File: config.mk
export PLATFORM = sky130hd
export DESIGN_NAME = pll_scan_shifter
export DESIGN_NICKNAME = d
export VERILOG_FILES = /design/src/rtl/pll_cfg_pkg.sv /design/src/rtl/pll_scan_clkgen.sv /design/src/rtl/pll_scan_shifter.sv
export SDC_FILE = /design/constraint.sdc
export NUM_CORES = 1
export LEC_CHECK = 0
export BUFFER_PORTS_ARGS = -buffer_cell sky130_fd_sc_hd__buf_2
export CELL_PAD_IN_SITES_DETAIL_PLACEMENT = 0
export CELL_PAD_IN_SITES_GLOBAL_PLACEMENT = 1
export CORE_ASPECT_RATIO = 1.25
export CORE_MARGIN = 4
export CORE_UTILIZATION = 45
export DETAILED_ROUTE_END_ITERATION = 10
export GPL_ROUTABILITY_DRIVEN = 0
export PLACE_DENSITY_LB_ADDON = 0.25
export SYNTH_ARGS = -nofsm -noshare
export SYNTH_HDL_FRONTEND = slang
export SYNTH_SLANG_ARGS = --single-unit
File: constraint.sdc
create_clock -name i_clk -period 7 [get_ports i_clk]
set_clock_uncertainty 0.2 [all_clocks]
set_input_delay 0.7 -clock i_clk [delete_from_list [all_inputs] [get_ports i_clk]]
set_output_delay 0.7 -clock i_clk [all_outputs]
set_load 0.01 [all_outputs]
File: src/rtl/pll_cfg_pkg.sv
// Shared constants and state encoding for the PLL reconfiguration scan shifter.
package pll_cfg_pkg;

  localparam int PLL_CFG_W    = 158;
  localparam int DEF_SCAN_DIV = 2;
  localparam int DEF_TIMEOUT  = 65535;

  typedef enum logic [2:0] {
    IDLE      = 3'd0,
    ARM       = 3'd1,
    SHIFT     = 3'd2,
    UPDATE    = 3'd3,
    WAIT_DONE = 3'd4,
    WAIT_LOCK = 3'd5,
    DONE      = 3'd6,
    DONE_ERR  = 3'd7
  } state_t;

endpackage

File: src/rtl/pll_scan_clkgen.sv
// Free-running scan clock divider; ticks mark the i_clk cycle before each scanclk edge.
module pll_scan_clkgen
  import pll_cfg_pkg::*;
#(
  parameter int SCAN_DIV = DEF_SCAN_DIV
) (
  input  logic clk,
  input  logic rst,
  output logic scanclk,
  output logic rise_tick,
  output logic fall_tick
);

  localparam int DIV_W = (SCAN_DIV > 1) ? $clog2(SCAN_DIV) : 1;
  localparam logic [DIV_W-1:0] DIV_LAST = DIV_W'(SCAN_DIV - 1);

  logic [DIV_W-1:0] div_cnt;
  logic             term;

  assign term      = (div_cnt == DIV_LAST);
  assign rise_tick = term & ~scanclk;
  assign fall_tick = term & scanclk;

  // divider counter and scan clock toggle on terminal count
  always_ff @(posedge clk or posedge rst) begin
    if (rst) begin
      div_cnt <= '0;
      scanclk <= 1'b0;
    end else if (term) begin
      div_cnt <= '0;
      scanclk <= ~scanclk;
    end else begin
      div_cnt <= div_cnt + DIV_W'(1);
      scanclk <= scanclk;
    end
  end

endmodule

File: src/rtl/pll_scan_shifter.sv
// Serialises a PLL configuration word into the reconfiguration scan chain,
// issues configupdate and waits for scandone and re-lock.
module pll_scan_shifter
  import pll_cfg_pkg::*;
#(
  parameter int CFG_W    = PLL_CFG_W,
  parameter int SCAN_DIV = DEF_SCAN_DIV,
  parameter int TIMEOUT  = DEF_TIMEOUT
) (
  input  logic             i_clk,
  input  logic             i_reset,
  input  logic [CFG_W-1:0] i_config,
  input  logic             i_start,
  input  logic             i_scandone,
  input  logic             i_locked,
  output logic             o_scanclk,
  output logic             o_scanclkena,
  output logic             o_scandata,
  output logic             o_configupdate,
  output logic             o_busy,
  output logic             o_done,
  output logic             o_error
);

  localparam int BW = $clog2(CFG_W + 1);
  localparam int WW = $clog2(TIMEOUT + 1);
  localparam logic [WW-1:0] WAIT_LAST = WW'(TIMEOUT - 1);

  state_t           state, state_nx;
  logic [CFG_W-1:0] sr, sr_nx;
  logic [BW-1:0]    bit_cnt, bit_cnt_nx;
  logic [WW-1:0]    wait_cnt, wait_nx;
  logic             ena_nx, data_nx, upd_nx, busy_nx, done_nx, err_nx;
  logic             rise_tick, fall_tick, rise_seen;
  logic             scandone_s1, scandone_s2, locked_s1, locked_s2;

  pll_scan_clkgen #(.SCAN_DIV(SCAN_DIV)) u_clkgen (
    .clk       (i_clk),
    .rst       (i_reset),
    .scanclk   (o_scanclk),
    .rise_tick (rise_tick),
    .fall_tick (fall_tick)
  );

  // two-flop synchronisers for the PLL status pins
  always_ff @(posedge i_clk or posedge i_reset) begin
    if (i_reset) begin
      scandone_s1 <= 1'b0;
      scandone_s2 <= 1'b0;
      locked_s1   <= 1'b0;
      locked_s2   <= 1'b0;
    end else begin
      scandone_s1 <= i_scandone;
      scandone_s2 <= scandone_s1;
      locked_s1   <= i_locked;
      locked_s2   <= locked_s1;
    end
  end

  // remembers that a scanclk rising edge happened since the last falling edge
  always_ff @(posedge i_clk or posedge i_reset) begin
    if (i_reset) begin
      rise_seen <= 1'b0;
    end else if (rise_tick) begin
      rise_seen <= 1'b1;
    end else if (fall_tick) begin
      rise_seen <= 1'b0;
    end else begin
      rise_seen <= rise_seen;
    end
  end

  // state, datapath and output registers
  always_ff @(posedge i_clk or posedge i_reset) begin
    if (i_reset) begin
      state          <= IDLE;
      sr             <= '0;
      bit_cnt        <= '0;
      wait_cnt       <= '0;
      o_scanclkena   <= 1'b0;
      o_scandata     <= 1'b0;
      o_configupdate <= 1'b0;
      o_busy         <= 1'b0;
      o_done         <= 1'b0;
      o_error        <= 1'b0;
    end else begin
      state          <= state_nx;
      sr             <= sr_nx;
      bit_cnt        <= bit_cnt_nx;
      wait_cnt       <= wait_nx;
      o_scanclkena   <= ena_nx;
      o_scandata     <= data_nx;
      o_configupdate <= upd_nx;
      o_busy         <= busy_nx;
      o_done         <= done_nx;
      o_error        <= err_nx;
    end
  end

  // next-state and next-output logic; data only moves on scanclk falling ticks
  always_comb begin
    state_nx   = state;
    sr_nx      = sr;
    bit_cnt_nx = bit_cnt;
    wait_nx    = wait_cnt;
    ena_nx     = o_scanclkena;
    data_nx    = o_scandata;
    upd_nx     = o_configupdate;
    busy_nx    = o_busy;
    done_nx    = 1'b0;
    err_nx     = o_error;
    case (state)
      IDLE: begin
        if (i_start) begin
          sr_nx      = i_config;
          bit_cnt_nx = BW'(CFG_W);
          err_nx     = 1'b0;
          busy_nx    = 1'b1;
          state_nx   = ARM;
        end else begin
          state_nx = IDLE;
        end
      end
      ARM: begin
        if (fall_tick) begin
          ena_nx     = 1'b1;
          data_nx    = sr[CFG_W-1];
          sr_nx      = {sr[CFG_W-2:0], 1'b0};
          bit_cnt_nx = bit_cnt - BW'(1);
          state_nx   = SHIFT;
        end else begin
          state_nx = ARM;
        end
      end
      SHIFT: begin
        if (fall_tick && (bit_cnt != '0)) begin
          data_nx    = sr[CFG_W-1];
          sr_nx      = {sr[CFG_W-2:0], 1'b0};
          bit_cnt_nx = bit_cnt - BW'(1);
        end else if (fall_tick && rise_seen) begin
          ena_nx   = 1'b0;
          data_nx  = 1'b0;
          upd_nx   = 1'b1;
          state_nx = UPDATE;
        end else begin
          state_nx = SHIFT;
        end
      end
      UPDATE: begin
        if (fall_tick) begin
          upd_nx   = 1'b0;
          wait_nx  = '0;
          state_nx = WAIT_DONE;
        end else begin
          state_nx = UPDATE;
        end
      end
      WAIT_DONE: begin
        if (scandone_s2) begin
          wait_nx  = '0;
          state_nx = WAIT_LOCK;
        end else if (wait_cnt == WAIT_LAST) begin
          err_nx   = 1'b1;
          busy_nx  = 1'b0;
          state_nx = DONE_ERR;
        end else begin
          wait_nx = wait_cnt + WW'(1);
        end
      end
      WAIT_LOCK: begin
        if (locked_s2) begin
          done_nx  = 1'b1;
          busy_nx  = 1'b0;
          state_nx = DONE;
        end else if (wait_cnt == WAIT_LAST) begin
          err_nx   = 1'b1;
          busy_nx  = 1'b0;
          state_nx = DONE_ERR;
        end else begin
          wait_nx = wait_cnt + WW'(1);
        end
      end
      DONE: begin
        state_nx = IDLE;
      end
      DONE_ERR: begin
        state_nx = IDLE;
      end
      default: begin
        state_nx = IDLE;
        ena_nx   = 1'b0;
        data_nx  = 1'b0;
        upd_nx   = 1'b0;
        busy_nx  = 1'b0;
      end
    endcase
  end

endmodule

==> results.cfg <==
[detailed_routing]
vias = 6395
drtIter0Drc = 272
drtPass1Iterations = 4
drc = 0
totalWireLength_mm = 20.2
ant_nets = 0
vias_per_cell = 5.35
wl_per_cell_um = 16.9

[die]
core-area_mm2 = 0.0217
die_w_um = 141
die_y_um = 175
fp.dieArea_mm2 = 0.0246
pin_count = 170
rows = 60
start_util = 0.460

[clock_network]
h-tree-depth = 4
cts_tree = built
clkSlewWorstSetupHoldPaths_ns = 0.08
cts.sinks = 198
cts_root_buf = clkbuf_16
cts_hold_buf = 0
insertion_delay_ns = 0.43
post_cts_buffers = 0
clock_path_buffers = 2
post_cts_resize_count = 0
cts_made_buffers = 17

[global_route]
antenna_found_initial = 5
first_global_vias = 6762
grt_overflow_total = 0
track_usage = 0.168
grt_max_degree = 108
grt_pass1_wl_mm = 34.0

[yosys]
syn_area_mm2 = 0.00998
synthDominantCellAreaShare = 0.496
syn_avg_cell_area_um2 = 13.2
yosys_warnings = 0
yosys.area.top_type = dfrtp_1
ys_ff_latch = 198
postSynthCellCount = 756
synthFlopType = dfrtp_1
async_flop_share = 1.00
syn-num-nets = 923
synth_cell_types = 55
synth_edf_count = 0
yosys-top-cells-area = dfrtp_1 50%, mux2_2 26%, mux2_1 10%
synth.yosys.seq_area_share = 0.496

[timing]
hold_viol = 0
finalSetupViolations = 0
tightest_slew_ns = 1.13
max_slew_margin = 0.250
whs_ns = 0.150
rsz0062_at_grt = false
fmax_mhz = 298
post-route-period-util = 0.480
drv_slew = 0
finalSetupTns_ns = 0
period_needed_ns = 3.36

[place]
portBuffers = 169
place_area_mm2 = 0.0111
place_hpwl_mm = 13.7

[flow_run]
maxCapViolCount = 0

[power_and_ir_drop]
combPwrFrac = 0.474
internal_power_w = 0.00371
switchingPower_w = 0.00181
leakage_nw = 5.04
p_per_area_mw_per_mm2 = 475
p_clk_frac = 0.172
swShare = 0.327
worst_ir_drop_vdd_uv = 477
seq_power_share = 0.354

[finish]
diodes = 0
fillers = 1954
fin_area_mm2 = 0.0116
layout-drive-gt1-share = 0.484
area_delta_synth_final_pct = 16.4
layout.nets = 1072

[critical_path]
path_class = flip-flop to flip-flop
cp.arrival_ns = 3.47
crit_fanout = 71
cp-end-kind = flip-flop
worst-endpoint-required_ns = 7.11
crit_start = state[0]
critPathLaunchType = flip-flop
r2r_start = state[0]

[worst_hold_path]
min_from = locked_s1
hp-class = flip-flop to flip-flop

[outcome]
outcome = completed
## metal layers
metal  wire (um)  up-vias  track usage
met5          65        -            0
met2       10000      113        0.284
li1            -     3067            -
met3        1180       22       0.0528
met1        8730     3183        0.211
met4         178       10       0.0363
## stage by stage
stage                     power, W  worst slack (ns)  cells  utilization
final                      0.00552              3.64   1196        0.535
after global routing       0.00595              3.39   1196        0.535
after CTS                  0.00561              3.56   1196        0.535
after detailed placement   0.00465              3.58   1165        0.509
after global placement     0.00457              3.60   1165        0.509
after floorplan            0.00420             0.703    756            -
## Yosys cell counts (all sizes together), types with 2 or more instances
master     n
dfrtp    198
a21oi     14
nand3     10
a211oi     2
o41ai      3
inv       13
a2111oi    2
or4        9
or2        2
nor2      12
mux2     318
buf       30
mux2i     12
and3       3
nand4      6
and4       2
nand2b    13
nor2b      4
and2       2
a21o       4
a221o      3
ha         4
nor3       3
a22o       3
nand2     27
nor4       9
a221oi     2
clkbuf    18
o21ai      4
o31ai      5
a32oi      2
## placed cells by master (no fill, tap or decap), types with 4 or more instances in the layout
cell / count
nor2_1: 12
inv_8: 5
buf_2: 169
buf_4: 9
a21oi_1: 13
ha_1: 4
nor2b_1: 4
nand2b_1: 13
nor4_1: 9
mux2_1: 90
mux2i_1: 12
o31ai_1: 5
or4_1: 8
o21ai_0: 4
inv_1: 12
nand3_1: 10
dfrtp_1: 198
nand4_1: 6
a21o_1: 4
nand2_1: 27
mux2_2: 228
clkbuf_16: 17
## sequential cells by signal, summed over array words and instances, names as in the netlist
| signal | flops |
|---|---|
| bit_cnt | 8 |
| locked_s1 | 1 |
| locked_s2 | 1 |
| o_busy | 1 |
| o_configupdate | 1 |
| o_done | 1 |
| o_error | 1 |
| o_scanclkena | 1 |
| o_scandata | 1 |
| rise_seen | 1 |
| scandone_s1 | 1 |
| scandone_s2 | 1 |
| sr | 158 |
| state | 3 |
| u_clkgen.div_cnt | 1 |
| u_clkgen.scanclk | 1 |
| wait_cnt | 16 |
## critical path, cell delays in order, from the launching register on
cell	delay, ns
dfrtp_1	0.54
xnor2_1	0.27
or2_4	0.77
buf_4	0.74
mux2_2	0.40
mux2_1	0.30
## cell type report
type                    count  area [um^2]  area share
repair buffers            178          913      0.0786
multi-input cells         497         4780       0.411
clock buffers              17          425      0.0366
flip-flops and latches    198         4950       0.426
well taps                 279          349      0.0300
inverters                  13         56.3     0.00485
clock inverters            14          141      0.0122
## path summary, 6_finish.rpt
path                             end  slack, ns  cells after the start
setup reg to reg              sr[82]       3.64                      5
min in group asynchronous    sr[139]       0.22                      2
hold reg to reg            locked_s2       0.15                      0
max in group asynchronous     sr[94]       5.19                      3
setup / recovery              sr[82]       3.64                      5
hold / removal             locked_s2       0.15                      0
## power groups by stage
stage	Sequential [W]	Clock (W)	Combinational, W
after CTS	0.00196	0.000984	0.00267
after global placement	0.00196	0	0.00261
after global routing	0.00203	0.00103	0.00289
after floorplan	0.00187	0	0.00233
final	0.00195	0.000950	0.00262
after detailed placement	0.00198	0	0.00266
## cell families (layout without fill, tap and decap cells)
kind of cell             after synthesis  count (layout)  share of synthesized area
XOR/XNOR                               2               2                    0.00176
flip-flops                           198             198                      0.496
AND/OR/NAND/NOR                      107             107                     0.0587
multiplexers                         330             330                      0.371
AO/OA/AOI/OAI                         54              54                     0.0414
adder cells (fa/ha/maj)                4               4                    0.00501
buffers and inverters                 61             222                     0.0259
Note: power is estimated with default switching activity, not from simulation.
